## config.mk

```make
export PLATFORM = sky130hd
export DESIGN_NAME = flash_seq
export DESIGN_NICKNAME = d
export VERILOG_FILES = /design/src/rtl/flash_seq.sv
export SDC_FILE = /design/constraint.sdc
export NUM_CORES = 1
export LEC_CHECK = 0
export ABC_CLOCK_PERIOD_IN_PS = 2250
export CAP_MARGIN = 30
export CORE_UTILIZATION = 30
export DETAILED_ROUTE_END_ITERATION = 10
export REMOVE_ABC_BUFFERS = 1
export SLEW_MARGIN = 5
export SYNTH_ARGS = -nofsm -noshare
export SYNTH_HDL_FRONTEND = slang
export SYNTH_SLANG_ARGS = --single-unit
```

## constraint.sdc

```tcl
create_clock -name CLK -period 2.25 [get_ports CLK]
set_input_delay 0.675 -clock CLK [delete_from_list [all_inputs] [get_ports CLK]]
set_output_delay 0.675 -clock CLK [all_outputs]
set_load 0.05 [all_outputs]
```

## src/rtl/flash_seq.sv

```systemverilog
// flash_seq: SPI flash transaction sequencer in front of the flash_io byte shifter.
// Ports: CLK/RSTn; START+CMD/ADDR/USEADR/LEN/WRDIR request; WDATA/WACK write feed;
//   RDATA/RVALID read data; BUSY/DONE status; CS_N/FEN/BWS/BDO/BRS/BDI to the shifter.
//   Optional macro FLASH_POLL_EN: write-type commands are followed by WIP polling.
module flash_seq #(
   parameter int SHIFT_CYC = 17,
   parameter int CS_SETUP  = 2,
   parameter int CS_HOLD   = 4
) (
   input  logic        CLK,
   input  logic        RSTn,
   input  logic        START,
   input  logic [7:0]  CMD,
   input  logic [23:0] ADDR,
   input  logic        USEADR,
   input  logic [8:0]  LEN,
   input  logic        WRDIR,
   input  logic [7:0]  WDATA,
   output logic        WACK,
   output logic [7:0]  RDATA,
   output logic        RVALID,
   output logic        BUSY,
   output logic        DONE,
   output logic        CS_N,
   output logic        FEN,
   output logic        BWS,
   output logic [7:0]  BDO,
   output logic        BRS,
   input  logic [7:0]  BDI
);

   localparam logic [7:0] SLOT_LAST  = 8'(SHIFT_CYC);
   localparam logic [7:0] SETUP_LAST = 8'(CS_SETUP - 1);
   localparam logic [7:0] HOLD_LAST  = 8'(CS_HOLD - 1);

   typedef enum logic [2:0] {
      S_IDLE,
      S_SETUP,
      S_CMD,
      S_A2,
      S_A1,
      S_A0,
      S_DATA,
      S_HOLD
   } state_t;

   state_t      state_q, state_d;
   logic [7:0]  cnt_q, cnt_d;
   logic [8:0]  left_q, left_d;
   logic [7:0]  cmd_q, cmd_d;
   logic [23:0] addr_q, addr_d;
   logic        useadr_q, useadr_d;
   logic        wrdir_q, wrdir_d;
   logic [7:0]  rdata_q, rdata_d;
   logic        rvalid_q, rvalid_d;
   logic        done_q, done_d;
`ifdef FLASH_POLL_EN
   logic        poll_q, poll_d;
   logic        wip_q, wip_d;
   logic        poll_go;
`endif

   logic   in_slot;
   logic   slot_end;
   state_t hdr_next;

   assign in_slot  = (state_q == S_CMD) || (state_q == S_A2) ||
                     (state_q == S_A1)  || (state_q == S_A0) ||
                     (state_q == S_DATA);
   assign slot_end = in_slot && (cnt_q == SLOT_LAST);
   // Header done: go to data if any bytes remain, else deselect.
   assign hdr_next = (left_q != 9'd0) ? S_DATA : S_HOLD;

`ifdef FLASH_POLL_EN
   // Write-type commands start polling; a poll repeats while WIP=1.
   assign poll_go = poll_q ? wip_q :
                    ((cmd_q == 8'h02) || (cmd_q == 8'hD8) ||
                     (cmd_q == 8'hC7));
`endif

   always_comb begin
      state_d  = state_q;
      cnt_d    = 8'(cnt_q + 8'd1);
      left_d   = left_q;
      cmd_d    = cmd_q;
      addr_d   = addr_q;
      useadr_d = useadr_q;
      wrdir_d  = wrdir_q;
      rdata_d  = rdata_q;
      rvalid_d = 1'b0;
      done_d   = 1'b0;
`ifdef FLASH_POLL_EN
      poll_d   = poll_q;
      wip_d    = wip_q;
`endif
      unique case (state_q)
         S_IDLE: begin
            cnt_d = 8'd0;
            if (START) begin
               cmd_d    = CMD;
               addr_d   = ADDR;
               useadr_d = USEADR;
               wrdir_d  = WRDIR;
               left_d   = (LEN > 9'd256) ? 9'd256 : LEN;
               state_d  = S_SETUP;
`ifdef FLASH_POLL_EN
               poll_d   = 1'b0;
`endif
            end
         end
         S_SETUP: begin
            if (cnt_q == SETUP_LAST) begin
               cnt_d   = 8'd0;
               state_d = S_CMD;
            end
         end
         S_CMD: begin
            if (slot_end) begin
               cnt_d   = 8'd0;
               state_d = useadr_q ? S_A2 : hdr_next;
            end
         end
         S_A2: begin
            if (slot_end) begin
               cnt_d   = 8'd0;
               state_d = S_A1;
            end
         end
         S_A1: begin
            if (slot_end) begin
               cnt_d   = 8'd0;
               state_d = S_A0;
            end
         end
         S_A0: begin
            if (slot_end) begin
               cnt_d   = 8'd0;
               state_d = hdr_next;
            end
         end
         S_DATA: begin
            if (slot_end) begin
               cnt_d  = 8'd0;
               left_d = left_q - 9'd1;
               if (left_q == 9'd1) state_d = S_HOLD;
               if (!wrdir_q) begin
`ifdef FLASH_POLL_EN
                  if (poll_q) begin
                     wip_d = BDI[0];
                  end else begin
                     rdata_d  = BDI;
                     rvalid_d = 1'b1;
                  end
`else
                  rdata_d  = BDI;
                  rvalid_d = 1'b1;
`endif
               end
            end
         end
         S_HOLD: begin
            if (cnt_q == HOLD_LAST) begin
               cnt_d = 8'd0;
`ifdef FLASH_POLL_EN
               if (poll_go) begin
                  state_d  = S_SETUP;
                  poll_d   = 1'b1;
                  cmd_d    = 8'h05;
                  useadr_d = 1'b0;
                  wrdir_d  = 1'b0;
                  left_d   = 9'd1;
               end else begin
                  state_d = S_IDLE;
                  done_d  = 1'b1;
                  poll_d  = 1'b0;
               end
`else
               state_d = S_IDLE;
               done_d  = 1'b1;
`endif
            end
         end
         default: begin
            state_d = S_IDLE;
         end
      endcase
   end

   always_comb begin
      BUSY = (state_q != S_IDLE);
      FEN  = (state_q != S_IDLE);
      CS_N = !((state_q == S_SETUP) || in_slot);
      BWS  = in_slot && (cnt_q == 8'd0);
      BRS  = slot_end;
      BDO  = 8'h00;
      if (BWS) begin
         case (state_q)
            S_CMD:   BDO = cmd_q;
            S_A2:    BDO = addr_q[23:16];
            S_A1:    BDO = addr_q[15:8];
            S_A0:    BDO = addr_q[7:0];
            S_DATA:  BDO = wrdir_q ? WDATA : 8'hFF;
            default: BDO = 8'h00;
         endcase
      end
      WACK   = BWS && (state_q == S_DATA) && wrdir_q;
      RDATA  = rdata_q;
      RVALID = rvalid_q;
      DONE   = done_q;
   end

   always_ff @(posedge CLK or negedge RSTn) begin
      if (!RSTn) begin
         state_q  <= S_IDLE;
         cnt_q    <= 8'd0;
         left_q   <= 9'd0;
         cmd_q    <= 8'h00;
         addr_q   <= 24'h0;
         useadr_q <= 1'b0;
         wrdir_q  <= 1'b0;
         rdata_q  <= 8'h00;
         rvalid_q <= 1'b0;
         done_q   <= 1'b0;
`ifdef FLASH_POLL_EN
         poll_q   <= 1'b0;
         wip_q    <= 1'b0;
`endif
      end else begin
         state_q  <= state_d;
         cnt_q    <= cnt_d;
         left_q   <= left_d;
         cmd_q    <= cmd_d;
         addr_q   <= addr_d;
         useadr_q <= useadr_d;
         wrdir_q  <= wrdir_d;
         rdata_q  <= rdata_d;
         rvalid_q <= rvalid_d;
         done_q   <= done_d;
`ifdef FLASH_POLL_EN
         poll_q   <= poll_d;
         wip_q    <= wip_d;
`endif
      end
   end

endmodule
```

==> summary.md, run 1 <==
| Metric | Value |
|---|---|
| Final Critical Period | `2581 ps` |
| Pin count of the biggest net entering global routing | `37` |
| Synth unique cells | `59` |
| CTS tree | `done` |
| PwrDens | `1251 nW/um^2` |
| Ant. Diodes | `0` |
| Skew-Pair Late Insertion Delay | `330 ps` |
| Final HPWL DP | `6444 um` |
| CTS buffer count | `9` |
| Rel. slew slack | `50.99%` |
| Power Total | `6.585 mW` |
| Kind of critical path | `flip-flop to primary output` |
| Worst Tran Pin Value | `724.9 ps` |
| DRC errors left | `0` |
| Number of max-cap violations | `0` |
| Die width | `109.5 um` |
| Clock Sink Count | `64` |
| Grt ovf | `0` |
| Clock buffer depth | `2` |
| Vias after detailed routing | `2854` |
| Commonest cells post-synth | `64 x dfrtp_1, 50 x mux2_2, 33 x nor2_1` |
| Gate count after technology mapping | `309` |
| Hold slack | `349.7 ps` |
| Root Driver | `clkbuf_16` |
| Register bit count reported by yosys | `64` |
| Post-Syn Area | `3466 um^2` |
| Clock transition at path regs | `60 ps` |
| Core box area | `11030 um^2` |
| Top achievable clock speed | `0.3875 GHz` |
| Fin worst setup slack | `-330.5 ps` |
| Antenna Nets Post-Route | `0` |
| Area leader, netlist | `dfrtp_1` |
| Setup_tns | `-2852 ps` |
| Port Buffers | `85` |
| Critical Path End Type | `primary output` |
| Row count | `38` |
| Tcrit/Tclk final | `114.7%` |
| Final Hold Viols | `0` |
| Crit path launch | `state_q[0]$_DFFE_PN0P_` |
| Outcome | `finished with violations` |
| Final #Nets | `496` |
| Area delta synth->final | `51.88%` |
| Fraction of layout cells with a size suffix above 1 | `36.26%` |
| RSZ-0062 raised after global routing | `true` |
| Comb pwr share | `45.8%` |
| Tot GR Track Use | `16.32%` |
| Maximum vdd ir drop | `0.0005157 V` |
| Initial Util | `31.42%` |
| Vias per cell | `4.981` |
| Net Sw Power | `2.353 mW` |
| Int Power | `4.232 mW` |
| HP Class | `input port to asynchronous set/reset pin` |
| Placer congestion estimate | `0.8001` |
| Crit path DAT | `1910 ps` |
| Count of final max-slew check failures | `0` |
| Crit path required time | `1570 ps` |
| Count leader, synth | `dfrtp_1` |
| Fill cell count | `1058` |
| Static leakage | `2.245 nW` |
| Final setup fails | `14` |
| Post-synth ARST share | `100.0%` |
| Largest cells by area after synthesis | `dfrtp_1 46%, mux2_2 16%, nor2_1 3.6%, a222oi_1 2.3%, ha_1 2.2%` |
| Power share of the clock group | `23.4%` |
| Ports | `86` |
| Register area share after synthesis | `46.21%` |
| Sw Share | `35.73%` |
| Reg2reg start | `state_q[0]$_DFFE_PN0P_` |
| Vias in the first global route | `2955` |
| Initial antenna violation count | `0` |
| Full die area | `11990 um^2` |
| Cts hold-fix bufs | `0` |
| First-pass GRT wire length | `14880 um` |
| Post-synth EDFFs | `0` |
| Ys Warns | `0` |
| Failing checks | `setup timing` |
| Top cell type's share of synthesized area | `46.21%` |
| Die Height | `109.5 um` |
| Synthesized area per cell | `11.22 um^2` |
| Final Util | `47.72%` |
| Maximum net fanout on the critical path | `5` |
| Initial DRT Pass Iterations | `6` |
| H-tree depth | `3` |
| Main synth FF type | `dfrtp_1` |
| Startpoint types | `flip-flop` |
| Flop pwr share | `30.9%` |
| DR iter-0 viols | `137` |
| Wire per inst | `15.84 um` |
| Final wirelength | `9077 um` |
| Worst-case clock skew | `5.305 ps` |
-- critical path: stages (launching register included) --
cell and delay (ps):
dfrtp_2 450, buf_6 150, nor2b_1 150, a22o_1 230, a222oi_1 310, nor2_1 130
buf_12 160
-- registers in the layout (all words and copies together) (netlist names) --
name,cells
DONE,1
RDATA,8
RVALID,1
addr_q,24
cmd_q,8
cnt_q,8
left_q,9
state_q,3
useadr_q,1
wrdir_q,1
-- final timing paths --
check	endpoint	slack (ps)	cells after the start
setup reg to reg	addr_q[13]$_DFFE_PN0P_	110	6
setup / recovery	BDO[3]	-330	6
hold / removal	left_q[2]$_DFFE_PN0P_	350	1
hold reg to reg	RDATA[0]$_DFFE_PN0P_	500	1
max in group asynchronous	RDATA[4]$_DFFE_PN0P_	1290	2
min in group CLK	RDATA[0]$_DFFE_PN0P_	500	1
-- area by class of cell --
cell class,count,area [um^2],share of cell area (%)
clock inverter,6,92.59,1.759
inverter,9,33.78,0.6418
multi-input combinational,219,1790,34.01
sequential,64,1607,30.52
tap,140,175.2,3.328
clock buffer,10,239.0,4.540
timing repair buffer,125,1326,25.20
-- metrics by stage --
step                      cells  area, um^2  setup WS [ps]
after floorplan             292        3337         -825.9
after global placement      550        4771         -437.4
after detailed placement    550        4771         -447.2
after CTS                   571        5238         -340.1
after global routing        573        5264         -430.0
final                       573        5264         -330.5
-- per-layer routing --
layer,GRT usage [%],vias to the layer above,share of wire (%)
li1,-,1359,-
met1,22.12,1406,46
met2,25.88,76,48
met3,2.430,13,4.5
met4,6.952,0,1.6
met5,0,-,0
-- cells in the final DEF, fill, tap and decap left out, types with 4 or more instances in the layout --
cell type and count:
clkdlybuf4s50_1 63, dfrtp_1 60, mux2_2 47, buf_4 33, nor2_1 30, nand2_1 17
buf_12 16, inv_1 9, nand3_1 9, clkbuf_16 9, a222oi_1 8, nor2b_1 7
a21oi_1 7, o21ai_0 7, buf_6 7, xor2_1 5, ha_1 5, dlygate4sd2_1 5
nand2b_1 4, o22ai_1 4, dfrtp_2 4
-- power groups by stage --
| stage | registers, mW | logic [mW] | clock network, mW |
|---|---|---|---|
| after global routing | 2.12 | 3.29 | 1.62 |
| after floorplan | 2.07 | 1.59 | 0 |
| after detailed placement | 2.03 | 2.78 | 0 |
| after CTS | 2.03 | 2.98 | 1.58 |
| after global placement | 2.00 | 2.74 | 0 |
| final | 2.03 | 3.01 | 1.54 |
-- logic make-up after synthesis --
kind of cell	after synthesis	share of synthesized area [%]
AND/OR/NAND/NOR	101	16.03
flip-flops	64	46.21
AO/OA/AOI/OAI	55	12.85
multiplexers	51	16.53
buffers and inverters	26	4.693
XOR/XNOR	6	1.516
adder cells (fa/ha/maj)	6	2.166
-- what timing repair did --
item                                    4_1_cts  5_1_grt
resized for setup                            30        4
endpoints found under the setup margin       14       14
pin swaps                                    16       10
setup buffers                                 5        2
(Power assumes the default switching activity.)
==> run 2, diff against run 1 <==
--- a/config.mk
+++ b/config.mk
@@ -14,3 +14,4 @@
 export SYNTH_ARGS = -nofsm -noshare
 export SYNTH_HDL_FRONTEND = slang
 export SYNTH_SLANG_ARGS = --single-unit
+export TNS_END_PERCENT = 1
==> run 2 against run 1 <==
Compared with the run above:
- the run still ends with setup timing left
- clock power barely moved
- combinational power fell by 4%
- utilization down 0.59 points
- count of clock-buffer cells in the layout did not move
- largest cell class unchanged
- register-to-register slack better by 110 ps
==> summary.md, run 2 (same netlist as run 1, synthesis figures left out) <==
| Metric | Value |
|---|---|
| RSZ-0062 raised after global routing | `true (unchanged)` |
| Vias per cell | `5.002 (was 4.981)` |
| Grt ovf | `0 (unchanged)` |
| Reg2reg path depth | `6 (unchanged)` |
| Number of max-cap violations | `0 (unchanged)` |
| Sw Share | `35.92% (was 35.73%)` |
| Initial Util | `31.42% (unchanged)` |
| Final Util | `47.13% (was 47.72%)` |
| Power share of the clock group | `23.8% (was 23.4%)` |
| Clock Sink Count | `64 (unchanged)` |
| CTS tree | `done (unchanged)` |
| Vias in the first global route | `2933 (was 2955)` |
| Tot GR Track Use | `16.10% (was 16.32%)` |
| Crit path DAT | `1910 ps (about the same)` |
| Pre-CTS WS | `-447.2 ps (unchanged)` |
| Fin worst setup slack | `-334.5 ps (was -330.5 ps)` |
| Die width | `109.5 um (unchanged)` |
| Largest regs | `addr_q (24), left_q (9) (unchanged)` |
| Kind of critical path | `flip-flop to primary output (unchanged)` |
| Rel. slew slack | `49.01% (was 50.99%)` |
| Worst-case clock skew | `5.436 ps (was 5.305 ps)` |
| Clock transition at path regs | `60 ps (about the same)` |
| Placer congestion estimate | `0.8001 (unchanged)` |
| Net Sw Power | `2.319 mW (was 2.353 mW)` |
| Setup_tns | `-3051 ps (was -2852 ps)` |
| Int Power | `4.138 mW (was 4.232 mW)` |
| Maximum vdd ir drop | `0.0005123 V (was 0.0005157 V)` |
| Final wirelength | `8929 um (was 9077 um)` |
| Wire per inst | `15.75 um (was 15.84 um)` |
| Reg-to-reg endpoint | `state_q[0]$_DFFE_PN0P_ (was addr_q[13]$_DFFE_PN0P_)` |
| Most common cell after layout, fill and taps aside | `clkdlybuf4s50_1 (unchanged)` |
| Power Total | `6.457 mW (was 6.585 mW)` |
| Reg with most FFs | `addr_q (unchanged)` |
| HP Class | `input port to asynchronous set/reset pin (unchanged)` |
| Area delta synth->final | `50.00% (was 51.88%)` |
| Ant. Diodes | `0 (unchanged)` |
| Final setup fails | `14 (unchanged)` |
| Skew-Pair Late Insertion Delay | `330 ps (about the same)` |
| Tcrit/Tclk final | `114.9% (was 114.7%)` |
| DRC errors left | `0 (unchanged)` |
| Static leakage | `2.201 nW (was 2.245 nW)` |
| Comb pwr share | `44.6% (was 45.8%)` |
| Cts hold-fix bufs | `0 (unchanged)` |
| Max reg flops | `24 (unchanged)` |
| H-tree depth | `3 (unchanged)` |
| Top achievable clock speed | `0.3869 GHz (was 0.3875 GHz)` |
| First-pass GRT wire length | `14650 um (was 14880 um)` |
| Count of final max-slew check failures | `0 (unchanged)` |
| Antenna Nets Post-Route | `0 (unchanged)` |
| Ports | `86 (unchanged)` |
| Full die area | `11990 um^2 (unchanged)` |
| Row count | `38 (unchanged)` |
| Critical Path End Type | `primary output (unchanged)` |
| Outcome | `finished with violations (unchanged)` |
| Initial antenna violation count | `0 (unchanged)` |
| Root Driver | `clkbuf_16 (unchanged)` |
| DR iter-0 viols | `132 (was 137)` |
| Crit path required time | `1570 ps (about the same)` |
| Clock buffer depth | `2 (unchanged)` |
| Final Critical Period | `2584 ps (was 2581 ps)` |
| Die Height | `109.5 um (unchanged)` |
| PwrDens | `1242 nW/um^2 (was 1251 nW/um^2)` |
| Core box area | `11030 um^2 (unchanged)` |
| Reg2reg start | `state_q[2]$_DFFE_PN0P_ (was state_q[0]$_DFFE_PN0P_)` |
| Final #Nets | `490 (was 496)` |
| Initial DRT Pass Iterations | `4 (was 6)` |
| Worst Tran Pin Value | `754.2 ps (was 724.9 ps)` |
| Port Buffers | `85 (unchanged)` |
| Pin count of the biggest net entering global routing | `37 (unchanged)` |
| Startpoint types | `flip-flop (unchanged)` |
| Failing checks | `setup timing (unchanged)` |
| Maximum net fanout on the critical path | `5 (unchanged)` |
| Most frequent cells in the layout | `65 x clkdlybuf4s50_1, 61 x dfrtp_1, 50 x mux2_2 (was 63 x clkdlybuf4s50_1, 60 x dfrtp_1, 47 x mux2_2)` |
| Final Hold Viols | `0 (unchanged)` |
| Final HPWL DP | `6444 um (unchanged)` |
| CTS buffer count | `9 (unchanged)` |
| Dpl cells | `550 (unchanged)` |
| Worst reg2reg setup slack | `220 ps (was 110 ps)` |
| Fraction of layout cells with a size suffix above 1 | `34.43% (was 36.26%)` |
| Vias after detailed routing | `2836 (was 2854)` |
| Fin cells | `567 (was 573)` |
| Flop pwr share | `31.5% (was 30.9%)` |
## run 2: changes by cell type in the layout (fill, tap and decap cells not counted), sizes merged
cell and delta:
buf -6, dlygate4sd2 -2, clkdlybuf4s50 +2
## run 2: worst max path at each step
stage                            from     end
2_1_floorplan  state_q[0]$_DFFE_PN0P_     BRS
3_3_place_gp                 WDATA[3]  BDO[3]
5_1_grt        state_q[1]$_DFFE_PN0P_  BDO[3]
4_1_cts        state_q[1]$_DFFE_PN0P_  BDO[3]
3_5_place_dp                 WDATA[3]  BDO[3]
6_report       state_q[0]$_DFFE_PN0P_  BDO[3]
## run 2: power groups by stage
stage | clock network (mW) | registers, mW | logic (mW)
global placement | 0 | 2.00 | 2.74
global route | 1.62 | 2.12 | 3.15
floorplan | 0 | 2.07 | 1.59
CTS | 1.58 | 2.04 | 2.88
finish | 1.54 | 2.04 | 2.88
detailed placement | 0 | 2.03 | 2.78
## run 2: through the flow
stage,hold slack (ps),instance area [um^2]
after floorplan,379.4,3337
after global placement,485.2,4771
after detailed placement,491.0,4771
after CTS,370.8,5187
after global routing,408.3,5199
final,349.2,5199
## run 2: what timing repair did
| item | in CTS | in global routing |
|---|---|---|
| resized for setup | 22 | 3 |
| setup buffers | 1 | 0 |
| setup endpoints to repair | 14 | 14 |
| pin swaps | 12 | 8 |
## run 2: layout make-up
cell class,instances,area (um^2)
fill,1064,5832
multi-input combinational,219,1773
sequential,64,1605
timing repair buffer,119,1280
clock buffer,10,239.0
tap,140,175.2
clock inverter,6,92.59
inverter,9,33.78
## run 2: layer usage
metal | global-route usage, % | share of wire [%]
met5 | 0 | 0
met4 | 6.952 | 1.1
met3 | 2.430 | 4.5
met2 | 25.47 | 48
met1 | 21.79 | 46
## run 2: worst max-delay path: stages (launching register included)
cell and delay, ps:
dfrtp_2 450, buf_6 150, nor2b_1 150, a22o_1 230, a222oi_1 320, nor2_1 130, buf_12 160
